`config.mk`:
```
export PLATFORM = sky130hd
export DESIGN_NAME = intc_sched
export DESIGN_NICKNAME = d
export VERILOG_FILES = /design/src/rtl/intc_pkg.sv /design/src/rtl/intc_prio_enc.sv /design/src/rtl/intc_sched.sv
export SDC_FILE = /design/constraint.sdc
export NUM_CORES = 1
export LEC_CHECK = 0
export ABC_AREA = 1
export ABC_CLOCK_PERIOD_IN_PS = 2100
export CORE_ASPECT_RATIO = 1.1
export CORE_MARGIN = 3
export CORE_UTILIZATION = 47
export CTS_CLUSTER_DIAMETER = 60
export DETAILED_ROUTE_END_ITERATION = 8
export GPL_TIMING_DRIVEN = 0
export PLACE_DENSITY = 0.85
export SLEW_MARGIN = 10
export SYNTH_ARGS = -nofsm -noshare
export SYNTH_HDL_FRONTEND = slang
export SYNTH_SLANG_ARGS = --single-unit
export TNS_END_PERCENT = 100
```
`constraint.sdc`:
```
create_clock -name i_clk -period 2.1 [get_ports i_clk]
set_input_delay 0.315 -clock i_clk [delete_from_list [all_inputs] [get_ports i_clk]]
set_output_delay 0.315 -clock i_clk [all_outputs]
set_load 0.02 [all_outputs]
```
`src/rtl/intc_pkg.sv`:
```
// Shared types and constants for the interrupt controller/scheduler.
package intc_pkg;

  localparam int unsigned DATA_W   = 16;
  localparam int unsigned ADDR_W   = 2;
  localparam int unsigned GEN_BIT  = 15;
  localparam int unsigned BUSY_BIT = 15;

  typedef enum logic [1:0] {
    IDLE = 2'd0,
    ARB  = 2'd1,
    REQ  = 2'd2,
    SERV = 2'd3
  } state_e;

  localparam logic [ADDR_W-1:0] ADDR_CTRL   = 2'd0;
  localparam logic [ADDR_W-1:0] ADDR_PEND   = 2'd1;
  localparam logic [ADDR_W-1:0] ADDR_ACTV   = 2'd2;
  localparam logic [ADDR_W-1:0] ADDR_SWTRIG = 2'd3;

endpackage

```
`src/rtl/intc_prio_enc.sv`:
```
// Winner selection among eligible sources. Build option INTC_PRIO_ROTATE_EN
// switches from fixed lowest-index priority to round-robin starting at ptr.
module intc_prio_enc #(
  parameter int unsigned N_SRC = 4,
  parameter int unsigned VEC_W = 2
) (
  input  logic [N_SRC-1:0] elig,
`ifdef INTC_PRIO_ROTATE_EN
  input  logic [VEC_W-1:0] ptr,
`endif
  output logic [VEC_W-1:0] winner,
  output logic             any
);

  assign any = |elig;

`ifdef INTC_PRIO_ROTATE_EN
  // Scan offsets downward so the nearest eligible index at/after ptr is assigned last.
  always_comb begin
    winner = '0;
    for (int k = int'(N_SRC) - 1; k >= 0; k--) begin
      logic [VEC_W-1:0] idx;
      idx = VEC_W'((32'(ptr) + 32'(k)) % N_SRC);
      if (elig[idx]) winner = idx;
    end
  end
`else
  always_comb begin
    winner = '0;
    for (int i = int'(N_SRC) - 1; i >= 0; i--) begin
      if (elig[i]) winner = VEC_W'(i);
    end
  end
`endif

endmodule

```
`src/rtl/intc_sched.sv`:
```
// Interrupt controller/scheduler: edge capture, masking, arbitration and the
// CPU ack/EOI handshake behind a zero-wait register block. Option: INTC_PRIO_ROTATE_EN.
module intc_sched
  import intc_pkg::*;
#(
  parameter int unsigned N_SRC = 4,
  parameter int unsigned VEC_W = 2
) (
  input  logic              i_clk,
  input  logic              i_rst_n,
  input  logic              i_sel,
  input  logic              i_we,
  input  logic              i_re,
  input  logic [ADDR_W-1:0] i_addr,
  input  logic [DATA_W-1:0] i_wdata,
  output logic [DATA_W-1:0] o_rdata,
  output logic              o_rdy,
  input  logic [N_SRC-1:0]  i_irq,
  output logic              o_cpu_irq,
  output logic [VEC_W-1:0]  o_vector,
  input  logic              i_cpu_ack,
  input  logic              i_cpu_eoi
);

  state_e             state_q, state_d;
  logic [N_SRC-1:0]   mask_q, mask_d;
  logic               gen_q, gen_d;
  logic [N_SRC-1:0]   pend_q, pend_d;
  logic [N_SRC-1:0]   irq_q;
  logic [VEC_W-1:0]   vec_q, vec_d;
  logic [N_SRC-1:0]   elig, elig_d;
  logic [N_SRC-1:0]   w1c, swtrig, ack_clr;
  logic               wr, rd, ack_take;
  logic [VEC_W-1:0]   winner;
  logic               any;
  logic               unused_wdata;

  assign wr           = i_sel & i_we;
  assign rd           = i_sel & i_re;
  assign o_rdy        = i_sel;
  assign unused_wdata = ^i_wdata;

`ifdef INTC_PRIO_ROTATE_EN
  logic [VEC_W-1:0] ptr_q, ptr_d;

  intc_prio_enc #(.N_SRC(N_SRC), .VEC_W(VEC_W)) u_prio (
    .elig   (elig),
    .ptr    (ptr_q),
    .winner (winner),
    .any    (any)
  );

  always_comb begin
    ptr_d = ptr_q;
    if (ack_take) ptr_d = (vec_q == VEC_W'(N_SRC - 1)) ? '0 : vec_q + VEC_W'(1);
  end

  always_ff @(posedge i_clk or negedge i_rst_n) begin
    if (!i_rst_n) ptr_q <= '0;
    else          ptr_q <= ptr_d;
  end
`else
  intc_prio_enc #(.N_SRC(N_SRC), .VEC_W(VEC_W)) u_prio (
    .elig   (elig),
    .winner (winner),
    .any    (any)
  );
`endif

  // Register writes and pending update; a new set beats any same-cycle clear.
  always_comb begin
    mask_d   = mask_q;
    gen_d    = gen_q;
    w1c      = '0;
    swtrig   = '0;
    ack_clr  = '0;
    ack_take = (state_q == REQ) && i_cpu_ack;
    if (wr && i_addr == ADDR_CTRL) begin
      mask_d = i_wdata[N_SRC-1:0];
      gen_d  = i_wdata[GEN_BIT];
    end
    if (wr && i_addr == ADDR_PEND)   w1c    = i_wdata[N_SRC-1:0];
    if (wr && i_addr == ADDR_SWTRIG) swtrig = i_wdata[N_SRC-1:0];
    if (ack_take) ack_clr[vec_q] = 1'b1;
    pend_d = (pend_q & ~w1c & ~ack_clr) | (i_irq & ~irq_q) | swtrig;
    elig   = pend_q & mask_q & {N_SRC{gen_q}};
    elig_d = pend_d & mask_d & {N_SRC{gen_d}};
  end

  // IDLE and REQ look at the post-edge eligibility so a new request or a
  // withdrawal takes effect on the same edge the register/pending change lands.
  always_comb begin
    state_d = state_q;
    vec_d   = vec_q;
    case (state_q)
      IDLE: if (|elig_d) state_d = ARB;
      ARB: begin
        if (any) begin
          vec_d   = winner;
          state_d = REQ;
        end else begin
          state_d = IDLE;
        end
      end
      REQ: begin
        if (i_cpu_ack)          state_d = SERV;
        else if (!elig_d[vec_q]) state_d = IDLE;
      end
      SERV:    if (i_cpu_eoi) state_d = IDLE;
      default: state_d = IDLE;
    endcase
  end

  always_ff @(posedge i_clk or negedge i_rst_n) begin
    if (!i_rst_n) begin
      state_q   <= IDLE;
      mask_q    <= '0;
      gen_q     <= 1'b0;
      pend_q    <= '0;
      irq_q     <= '0;
      vec_q     <= '0;
      o_cpu_irq <= 1'b0;
      o_vector  <= '0;
    end else begin
      state_q   <= state_d;
      mask_q    <= mask_d;
      gen_q     <= gen_d;
      pend_q    <= pend_d;
      irq_q     <= i_irq;
      vec_q     <= vec_d;
      o_cpu_irq <= (state_d == REQ);
      o_vector  <= (state_d == REQ || state_d == SERV) ? vec_d : '0;
    end
  end

  // Zero-wait readback; ACTV reports the presented vector (0 when not busy).
  always_comb begin
    o_rdata = '0;
    if (rd) begin
      case (i_addr)
        ADDR_CTRL: begin
          o_rdata[N_SRC-1:0] = mask_q;
          o_rdata[GEN_BIT]   = gen_q;
        end
        ADDR_PEND: o_rdata[N_SRC-1:0] = pend_q;
        ADDR_ACTV: begin
          o_rdata[BUSY_BIT]  = (state_q == REQ) || (state_q == SERV);
          o_rdata[VEC_W-1:0] = o_vector;
        end
        default: o_rdata = '0;
      endcase
    end
  end

endmodule

```
Yosys cells after proc, flatten, opt, wreduce, memory -nomap -nowiden --
Index checks and enable logic that the tools add are counted.
Operators by class: $lt $le $gt $ge 2, equal/unequal tests 8, muxes and demuxes 26, bitwise logic cells 14, reduce and logical (&&, ||, !) cells 11
Operators by type and width (count):
- bitwise AND 4 bit | 7
- 2-to-1 mux 2 bit | 12
- 2-to-1 mux 16 bit | 1
- 2-to-1 mux 4 bit | 4
- == test 2 bit, second input constant | 6
- inverter 4 bit | 3
- bitwise OR 4 bit | 2
- one-hot mux 2 bit (4 select lines) | 1
- OR reduction 4 bit | 2
- one-hot mux 2 bit (3 select lines) | 1
- logical AND 1 bit | 5
- == test 2 x 1 -> 1 bit, second input constant | 2
- zero test 2 bit | 2
- one-hot mux 2 bit (2 select lines) | 1
- < comparator 2 x 3 -> 1 bit, second input constant | 1
- 2-to-1 mux 1 bit | 3
- bitwise AND 1 bit | 2
- binary-select mux 1 bit (select 2 bit) | 1
- demux 1 bit (select 2 bit) | 1
- >= comparator 2 x 1 -> 1 bit, second input constant | 1
- logical OR 1 bit | 2
- one-hot mux 1 bit (2 select lines) | 1
Word-level totals: register bits after elaboration 20, input port bits 29, output and inout bits 20, logic and storage cells 69

Logic depth before layout (Yosys ltp) --
Gate-level depths: netlist of run 1.
depth after elaboration 19, depth in mapped cells 12, gate-level depth less buffers 12

Cells and area by module --
From an unflattened synthesis of run 1, not the netlist that was laid out.
Second synthesis, totals: cells, all modules 182, area, all modules 1290.0 µm²
Modules (own cells, without submodules):
- intc_sched | times used 1, cells an instance 173, area each 1243.7 µm², sequential area each 500.5 µm²
- intc_prio_enc | times used 1, cells an instance 9, area each 46.3 µm², sequential area each 0.0 µm²

Worst setup path after synthesis of run 1 --
OpenSTA, ideal clock, no wires.
path kind register -> register, start register state_q[0], end register state_q[1], setup time 0.120 ns, arrival 1.229 ns, required time 1.980 ns, setup slack 0.751 ns, cell stages (with the launch flop) 13, path buffers 0, period minus slack after synthesis 1.349 ns, cell sequence dfrtp_1 -> inv_1 -> nand2_1 -> nor2_1 -> nand2_1 -> nand3_1 -> nand2_1 -> nand2_1 -> nand2_1 -> nand3_2 -> nor2_4 -> nor2_4 -> inv_1
Between the ends: cells in the longest elaborated chain, start to end 14, elaborated cells between the ends (all ways) 19, those cells by class 3 x eq/ne; 7 x mux; 6 x bitwise; 3 x reduce/logical
RTL lines:
- from (decl) | line intc_sched.sv:25 | state_e state_q, state_d;
- from (signal assigned) | line intc_sched.sv:125 | state_q <= state_d;
- == test 2 bit (*) | line intc_sched.sv:77 | ack_take = (state_q == REQ) && i_cpu_ack;
- logical AND 1 bit (*) | line intc_sched.sv:77
- 2-to-1 mux 4 bit (*) | line intc_sched.sv:84 | if (ack_take) ack_clr[vec_q] = 1'b1;
- inverter 4 bit (*) | line intc_sched.sv:85 | pend_d = (pend_q & ~w1c & ~ack_clr) | (i_irq & ~irq_q) | swtrig;
- bitwise AND 4 bit (*) | line intc_sched.sv:85
- bitwise OR 4 bit (*) (2 in series) | line intc_sched.sv:85
- net pend_d[1] | line intc_sched.sv:28 | logic [N_SRC-1:0] pend_q, pend_d;
- bitwise AND 4 bit (*) (2 in series) | line intc_sched.sv:87 | elig_d = pend_d & mask_d & {N_SRC{gen_d}};
- binary-select mux 1 bit (select 2 bit) | line intc_sched.sv:107 | else if (!elig_d[vec_q]) state_d = IDLE;
- 2-to-1 mux 1 bit (not written as such) | line intc_sched.sv:107
- 2-to-1 mux 2 bit | line intc_sched.sv:107
- 2-to-1 mux 2 bit | line intc_sched.sv:106 | if (i_cpu_ack) state_d = SERV;
- one-hot mux 2 bit (4 select lines) (*) | line intc_sched.sv:95 | case (state_q)
- net state_d[1] | line intc_sched.sv:25
The timed path passes the listed nets; every way through them passes the cells marked *. The select of a mux whose other input is x is not followed.

Final worst setup path of run 1 --
start input port i_sel, end output port o_rdy
RTL lines:
- from (decl) | line intc_sched.sv:11 | input logic i_sel,
- to (decl) | line intc_sched.sv:17 | output logic o_rdy,
No word-level cell between the ends.

==> results of run 1 <==
worst max-delay path: cells and delay by family:
family,cells,cell delay (ns)
buf+inv,3,1.25
flip-flops by register name, summed over array words and instances (netlist names):
signal,flops
mask_q,4
pend_q,4
o_vector,2
state_q,2
gen_q,1
irq_q,4
o_cpu_irq,1
vec_q,2
final timing paths:
check | endpoint | startpoint
setup reg to reg | state_q[1] | state_q[0]
hold / removal | irq_q[0] | i_irq[0]
min in group asynchronous | o_vector[1] | i_rst_n
hold reg to reg | pend_q[0] | pend_q[0]
setup / recovery | o_rdy | i_sel
max in group asynchronous | mask_q[3] | i_rst_n
per-stage QoR:
stage          cells  hold slack [ns]  total power, mW
2_1_floorplan    190           0.0194             1.15
3_3_place_gp     247            0.531             1.35
3_5_place_dp     247            0.542             1.37
4_1_cts          251            0.477             1.58
5_1_grt          251            0.471             1.71
6_report         251            0.476             1.57
power by group:
| part | internal [mW] | leakage (nW) | switching [mW] | total [mW] |
|---|---|---|---|---|
| Clock | 0.106 | 0.0210 | 0.111 | 0.217 |
| Combinational | 0.303 | 0.701 | 0.466 | 0.769 |
| Sequential | 0.495 | 0.225 | 0.0882 | 0.584 |
logic make-up after synthesis:
logic type,share of synthesized area [%]
compound gates,6.74
buf+inv,16.5
simple gates,38.0
flops,38.5
other cells,0.289
routing by layer:
layer,part of all wire (%),vias up,routed length [um],track usage (%)
met4,2.0,0,52,9.83
met5,0,-,0,0
met2,49,37,1240,28.2
li1,-,609,-,-
met3,6.6,7,168,3.14
met1,43,517,1090,20.7
layout make-up:
| class | instances | area (um2) | area share [%] |
|---|---|---|---|
| multi-input cells | 125 | 622 | 37.2 |
| flip-flops and latches | 20 | 500 | 30.0 |
| repair buffers | 26 | 259 | 15.5 |
| inverters | 33 | 124 | 7.42 |
| plain buffers | 12 | 90.1 | 5.39 |
| well taps | 31 | 38.8 | 2.32 |
| clock buffers | 4 | 36.3 | 2.17 |
timing repair:
action / 4_1_cts / 5_1_grt
setup buffers: 0 / 0
resized for setup: 5 / 2
setup endpoints to repair: 5 / 2
placed cells by master (no fill, tap or decap):
cell type / n
a21oi_1: 8
a22oi_1: 1
buf_4: 12
clkbuf_4: 3
clkbuf_8: 1
clkdlybuf4s50_1: 19
conb_1: 11
dfrtp_1: 20
dlygate4sd2_1: 5
dlymetal6s2s_1: 2
inv_1: 30
inv_2: 3
nand2_1: 50
nand2_2: 4
nand2_4: 4
nand3_1: 14
nand3_2: 1
nand3b_2: 1
nand4_1: 1
nor2_1: 15
nor2_2: 4
nor2_4: 5
o211ai_1: 2
o21ai_1: 2
o21ai_2: 1
o22ai_1: 1
==> flow_summary.ini, run 1 <==
[clocking]
clk_latency_ns = 0.29
root_buffer = clkbuf_4
cts_tree = built
clock_path_buffers = 2
cts.sinks = 20
cts_buffers = 3
clkTransAtPathRegs_ns = 0.10
postCtsHoldBufs = 0
cts-htree-levels = 1

[logic_synthesis]
synth_area_leaders = dfrtp_1, nand2_1, inv_1, buf_4, nand3_1
seq_area_frac_synth_pct = 38.5
synthTopCellsByCount = nand2_1, inv_1, dfrtp_1
ys_warn_count = 0
yosysUniqueCellTypes = 21
synth_top_area_cell = dfrtp_1
synth-seq-cells = 20
syn_area_mm2 = 0.00130
async_flop_share_pct = 100
postSynthAreaPerCell_um2 = 7.22
synth_edf_count = 0
ys.flop_type = dfrtp_1
syn-instance-count = 180
synth.top_cell.area_share_pct = 38.5
synth_most_common_cell = nand2_1

[routing]
viasPerCell = 4.66
wirelength_um = 2550
wire_per_inst_um = 10.2
drc = 0
dr.first_iter.drc_count = 39
num_vias = 1170
firstDrtPassIters = 4
postRouteAntennaNets = 0

[critical_path]
crit_top_cell = clkdlybuf4s50_1
crit_type = input pin to output port
cp.arrival_ns = 1.57
worstPathCellList = clkdlybuf4s50_1 -> buf_4 -> clkdlybuf4s50_1
crit_required_ns = 1.78
cp-start-kind = input pin
rr_worst_depth = 12
slowest_stage = clkdlybuf4s50_1
end_kind = output port
r2r_slack_ns = 0.50
max_stage_delay_ns = 0.58
critPathMaxFanout = 3

[timing]
rsz0062_at_grt = false
fin_tns_setup_ns = 0
worst_pin_slew_ns = 0.831
final.min_clock_period_ns = 1.88
period_share_pct = 89.7
max_slew_margin_pct = 44.4
finalWorstSetupSlack_ns = 0.216
finClkSkew_ns = 0.000865
setup_violations = 0
maxSlewViolCount = 0
fmax_mhz = 531
hold_violations = 0

[worst_hold_path]
hold_path.class = input pin to register
whs_path_depth = 1

[floorplan]
die_area_mm2 = 0.00343
die_w_um = 56.1
rows = 19
core_area_mm2 = 0.00257
start_util_pct = 50.6
die_h_um = 61.1
pin_count = 49

[power_and_ir_drop]
leakagePower_nw = 0.948
ir_worst_vdd_mv = 0.803
powerDensity_mw_per_mm2 = 940

[place]
io_buffers = 26
dpl_cell_area_mm2 = 0.00164
place_congestion = 0.865
dpl.hpwl_um = 2140
place_ws_ns = -0.294

[global_routing]
antenna_found_initial = 0
grt_pass1_vias = 1097
overflow = 0
grt_pass1_wl_um = 4480
grt_max_degree = 21
grt_use_total_pct = 16.8

[finish]
area_delta_synth_final_pct = 28.6
final_util_pct = 65.1
nets = 250
fillCellCount = 243
drive_above_1_share_pct = 17.7
antenna_cells = 0
final_cell_area_mm2 = 0.00167

[outcome]
outcome = finished, final reports clean

[run]
maxCapViolations = 0
(Power assumes the default switching activity.)
==> inputs of run 2 (changes only) <==
Settings changed: CORE_MARGIN 3 to unset.
==> run 2 against run 1 <==
Effect of this change:
- count of clock-buffer cells in the layout stayed put
- setup slack worse by 0.18 ns
- highest routed layer unchanged
- critical path depth is 1 higher
==> flow_summary.ini, run 2 (synthesis gave the netlist of run 1 again) <==
[global_routing]
grt_use_total_pct = 19.9
overflow = 0
grt_pass1_wl_um = 4450
antenna_found_initial = 0
grt_max_degree = 21
grt_pass1_vias = 1031

[clocking]
cts_tree = built
clock_path_buffers = 2
postCtsHoldBufs = 0
cts_buffers = 3
root_buffer = clkbuf_4
cts.sinks = 20
clk_latency_ns = 0.31
post_cts.repair.setup_buffers = 0
cts-htree-levels = 1
clkTransAtPathRegs_ns = 0.11

[routing]
wire_per_inst_um = 10.6
wirelength_um = 2670
drc = 0
dr.first_iter.drc_count = 58
num_vias = 1199
viasPerCell = 4.78
firstDrtPassIters = 4
postRouteAntennaNets = 0

[floorplan]
core_area_mm2 = 0.00257
rows = 19
pin_count = 49
die_w_um = 52.1
die_area_mm2 = 0.00298
die_h_um = 57.1
start_util_pct = 50.6

[run]
maxCapViolations = 0

[timing]
fmax_mhz = 484
finClkSkew_ns = 0.00395
hold_violations = 0
max_slew_margin_pct = 40.4
maxSlewViolCount = 0
final.min_clock_period_ns = 2.07
period_share_pct = 98.4
finalWorstSetupSlack_ns = 0.0340
rsz0062_at_grt = false
worst_pin_slew_ns = 0.891
setup_violations = 0
fin_tns_setup_ns = 0

[power_and_ir_drop]
ir_worst_vdd_mv = 0.665
leakagePower_nw = 0.954
powerDensity_mw_per_mm2 = 958

[finish]
final_util_pct = 65.0
area_delta_synth_final_pct = 28.4
layout_commonest_cell = nand2_1
final_cell_mix = nand2_1, inv_1, dfrtp_1, clkdlybuf4s50_1, nor2_1
drive_above_1_share_pct = 18.6
nets = 250
top_regs = irq_q (4), mask_q (4), pend_q (4)
antenna_cells = 0
final_cells = 251

[critical_path]
critPathMaxFanout = 4
crit_type = input pin to output port
end_kind = output port
cp-start-kind = input pin
crit_required_ns = 1.78
cp.arrival_ns = 1.75

[outcome]
outcome = finished, final reports clean

[place]
dp_cells = 247
io_buffers = 26
place_congestion = 0.855
place_ws_ns = -0.271
dpl.hpwl_um = 2050

[worst_hold_path]
hold_path.class = input pin to register
==> run 2: layout make-up <==
type	instances	area, um2
Buffer	12	90.1
Fill cell	232	900
Tap cell	31	38.8
Clock buffer	4	36.3
Timing Repair Buffer	26	256
Sequential cell	20	500
Multi-Input combinational cell	125	622
Inverter	33	124
==> run 2: critical path: stages <==
cell and delay (ns):
clkdlybuf4s50_1 0.54, nand2_1 0.14, a21oi_1 0.14, clkdlybuf4s50_1 0.61
==> run 2: through the flow <==
step                      hold WS, ns  total power, mW  instance area [um2]
after floorplan                0.0194             1.15                 1340
after global placement          0.535             1.35                 1640
after detailed placement        0.549             1.37                 1640
after CTS                       0.465             1.59                 1670
after global routing            0.463             1.72                 1670
final                           0.463             1.60                 1670
==> run 2: layer usage <==
layer  GRT usage, %  up-vias  part of all wire [%]
met2           33.9       61                    49
met3           2.67        4                   8.0
li1               -      608                     -
met5              0        -                     0
met4           5.41        0                   1.2
met1           26.0      526                    42
==> run 2: final timing paths <==
path | cells after the start | start | slack (ns) | end
hold reg to reg | 2 | pend_q[2] | 0.57 | pend_q[2]
setup / recovery | 4 | i_sel | 0.03 | o_rdata[15]
max in group asynchronous | 1 | i_rst_n | 1.06 | irq_q[1]
setup reg to reg | 12 | state_q[0] | 0.47 | state_q[1]
min in group asynchronous | 1 | i_rst_n | 0.50 | pend_q[3]
hold / removal | 1 | i_irq[0] | 0.46 | irq_q[0]
==> run 2: repair_timing <==
action / 4_1_cts / 5_1_grt
pin swaps: 0 / 1
setup endpoints to repair: 5 / 4
endpoints found under the hold margin: 0 / 0
resized for setup: 3 / 7
==> run 2: where the power goes <==
| group | leakage [nW] | switching [mW] | total (mW) | internal [mW] |
|---|---|---|---|---|
| Clock | 0.0210 | 0.119 | 0.225 | 0.106 |
| Sequential | 0.225 | 0.0961 | 0.591 | 0.495 |
| Combinational | 0.707 | 0.477 | 0.781 | 0.304 |
==> inputs of run 3 (changes only) <==
Settings changed: ABC_CLOCK_PERIOD_IN_PS 2100 to 2000, CORE_UTILIZATION 47 to 44, PLACE_DENSITY 0.85 to 0.8.
Clock period 2.1 ns to 2 ns, I/O delays scaled along.
==> run 3 against run 2 <==
Effect of this change:
- clock skew up 0.0032 ns
- first-iteration DRC count decreased by 62%
- largest cell class unchanged
- sequential power rose by 4.6%
- highest routed layer unchanged
- total power rose by 1.9%
- design area is 0.98% lower
==> flow_summary.ini, run 3 (synthesis gave the netlist of run 1 again) <==
[outcome]
outcome = finished, final reports clean

[routing]
postRouteAntennaNets = 0
dr.first_iter.drc_count = 22
drc = 0
wire_per_inst_um = 10.8
viasPerCell = 4.72
num_vias = 1190
wirelength_um = 2730
firstDrtPassIters = 4

[global_routing]
grt_pass1_wl_um = 4410
antenna_found_initial = 0
grt_use_total_pct = 19.6
overflow = 0
grt_pass1_vias = 1098
grt_max_degree = 21

[clocking]
postCtsHoldBufs = 0
root_buffer = clkbuf_4
clk_latency_ns = 0.30
cts.sinks = 20
cts_tree = built
cts-htree-levels = 1
clkTransAtPathRegs_ns = 0.10
cts_buffers = 3
clock_path_buffers = 2

[place]
dp_cells = 249
place_congestion = 0.894
dpl.hpwl_um = 2170
io_buffers = 26
dpl_cell_area_mm2 = 0.00164

[run]
maxCapViolations = 0

[finish]
area_delta_synth_final_pct = 27.2
final_cell_mix = nand2_1, inv_1, dfrtp_1
nets = 250
final_cell_area_mm2 = 0.00165
antenna_cells = 0
top_regs = irq_q (4), mask_q (4), pend_q (4)
final_cells = 252
layout_commonest_cell = nand2_1
drive_above_1_share_pct = 17.4

[power_and_ir_drop]
ir_worst_vdd_mv = 0.599
powerDensity_mw_per_mm2 = 986
p_total_mw = 1.63
leakagePower_nw = 0.915

[timing]
period_share_pct = 92.3
rsz0062_at_grt = false
worst_pin_slew_ns = 0.829
setup_violations = 0
max_slew_margin_pct = 44.5
finClkSkew_ns = 0.00713
hold_violations = 0
fmax_mhz = 542
final.min_clock_period_ns = 1.85
maxSlewViolCount = 0

[floorplan]
die_w_um = 53.8
pin_count = 49
rows = 20
core_area_mm2 = 0.00278
die_h_um = 59.0
start_util_pct = 46.8
die_area_mm2 = 0.00317

[critical_path]
r2r_slack_ns = 0.35
critPathMaxFanout = 3
cp.arrival_ns = 1.55
rr_worst_depth = 12
end_kind = output port
cp-start-kind = input pin
crit_required_ns = 1.70
timing.rr.start = state_q[0]
crit_type = input pin to output port
worstReg2RegEnd = state_q[1]

[worst_hold_path]
worstHoldStart = i_irq[2]
whs_path_depth = 1
hold_path.class = input pin to register
min_to = irq_q[2]
==> run 3: worst max path at each step <==
stage / slack, ns / to / cells after the start / from
3_5_place_dp: -0.35 / o_rdata[1] / 8 / i_addr[0]
2_1_floorplan: 0.65 / state_q[1] / 12 / state_q[0]
4_1_cts: 0.15 / o_rdy / 3 / i_sel
3_3_place_gp: -0.33 / o_rdata[3] / 5 / i_addr[1]
6_report: 0.15 / o_rdy / 3 / i_sel
5_1_grt: 0.04 / o_rdata[1] / 8 / i_addr[0]
==> run 3: layer usage <==
layer	vias to the layer above	GRT usage (%)	share of wire, %
li1	610	-	-
met1	538	22.9	42
met3	5	4.10	6.5
met4	0	7.52	1.2
met5	-	0	0
met2	37	34.2	50
==> run 3: timing repair <==
item | CTS | global route
setup endpoints to repair | 5 | 0
setup buffers | 0 | 0
resized for setup | 7 | 0
==> run 3: critical path: stages <==
cell and delay, ns:
clkdlybuf4s50_1 0.54, buf_4 0.13, clkdlybuf4s50_1 0.58
==> run 3: per-stage QoR <==
step / TNS, ns / setup slack [ns] / hold slack, ns / util (%)
after floorplan: 0 / 0.651 / 0.00441 / -
after global placement: -1.99 / -0.332 / 0.542 / 59.0
after detailed placement: -2.38 / -0.350 / 0.545 / 59.0
after CTS: 0 / 0.148 / 0.459 / 59.5
after global routing: 0 / 0.0440 / 0.460 / 59.5
final: 0 / 0.154 / 0.461 / 59.5
==> run 3: report_power, final <==
group / internal (mW) / switching [mW] / leakage [nW]
combinational: 0.317 / 0.511 / 0.675
sequential: 0.520 / 0.0975 / 0.225
clock: 0.0702 / 0.112 / 0.0138
==> run 3: layout make-up <==
class                   count  area [um2]
plain buffers              12        90.1
clock buffers               3        22.5
fillers                   246        1130
inverters                  33         124
multi-input cells         125         622
flip-flops and latches     20         500
well taps                  33        41.3
repair buffers             26         251
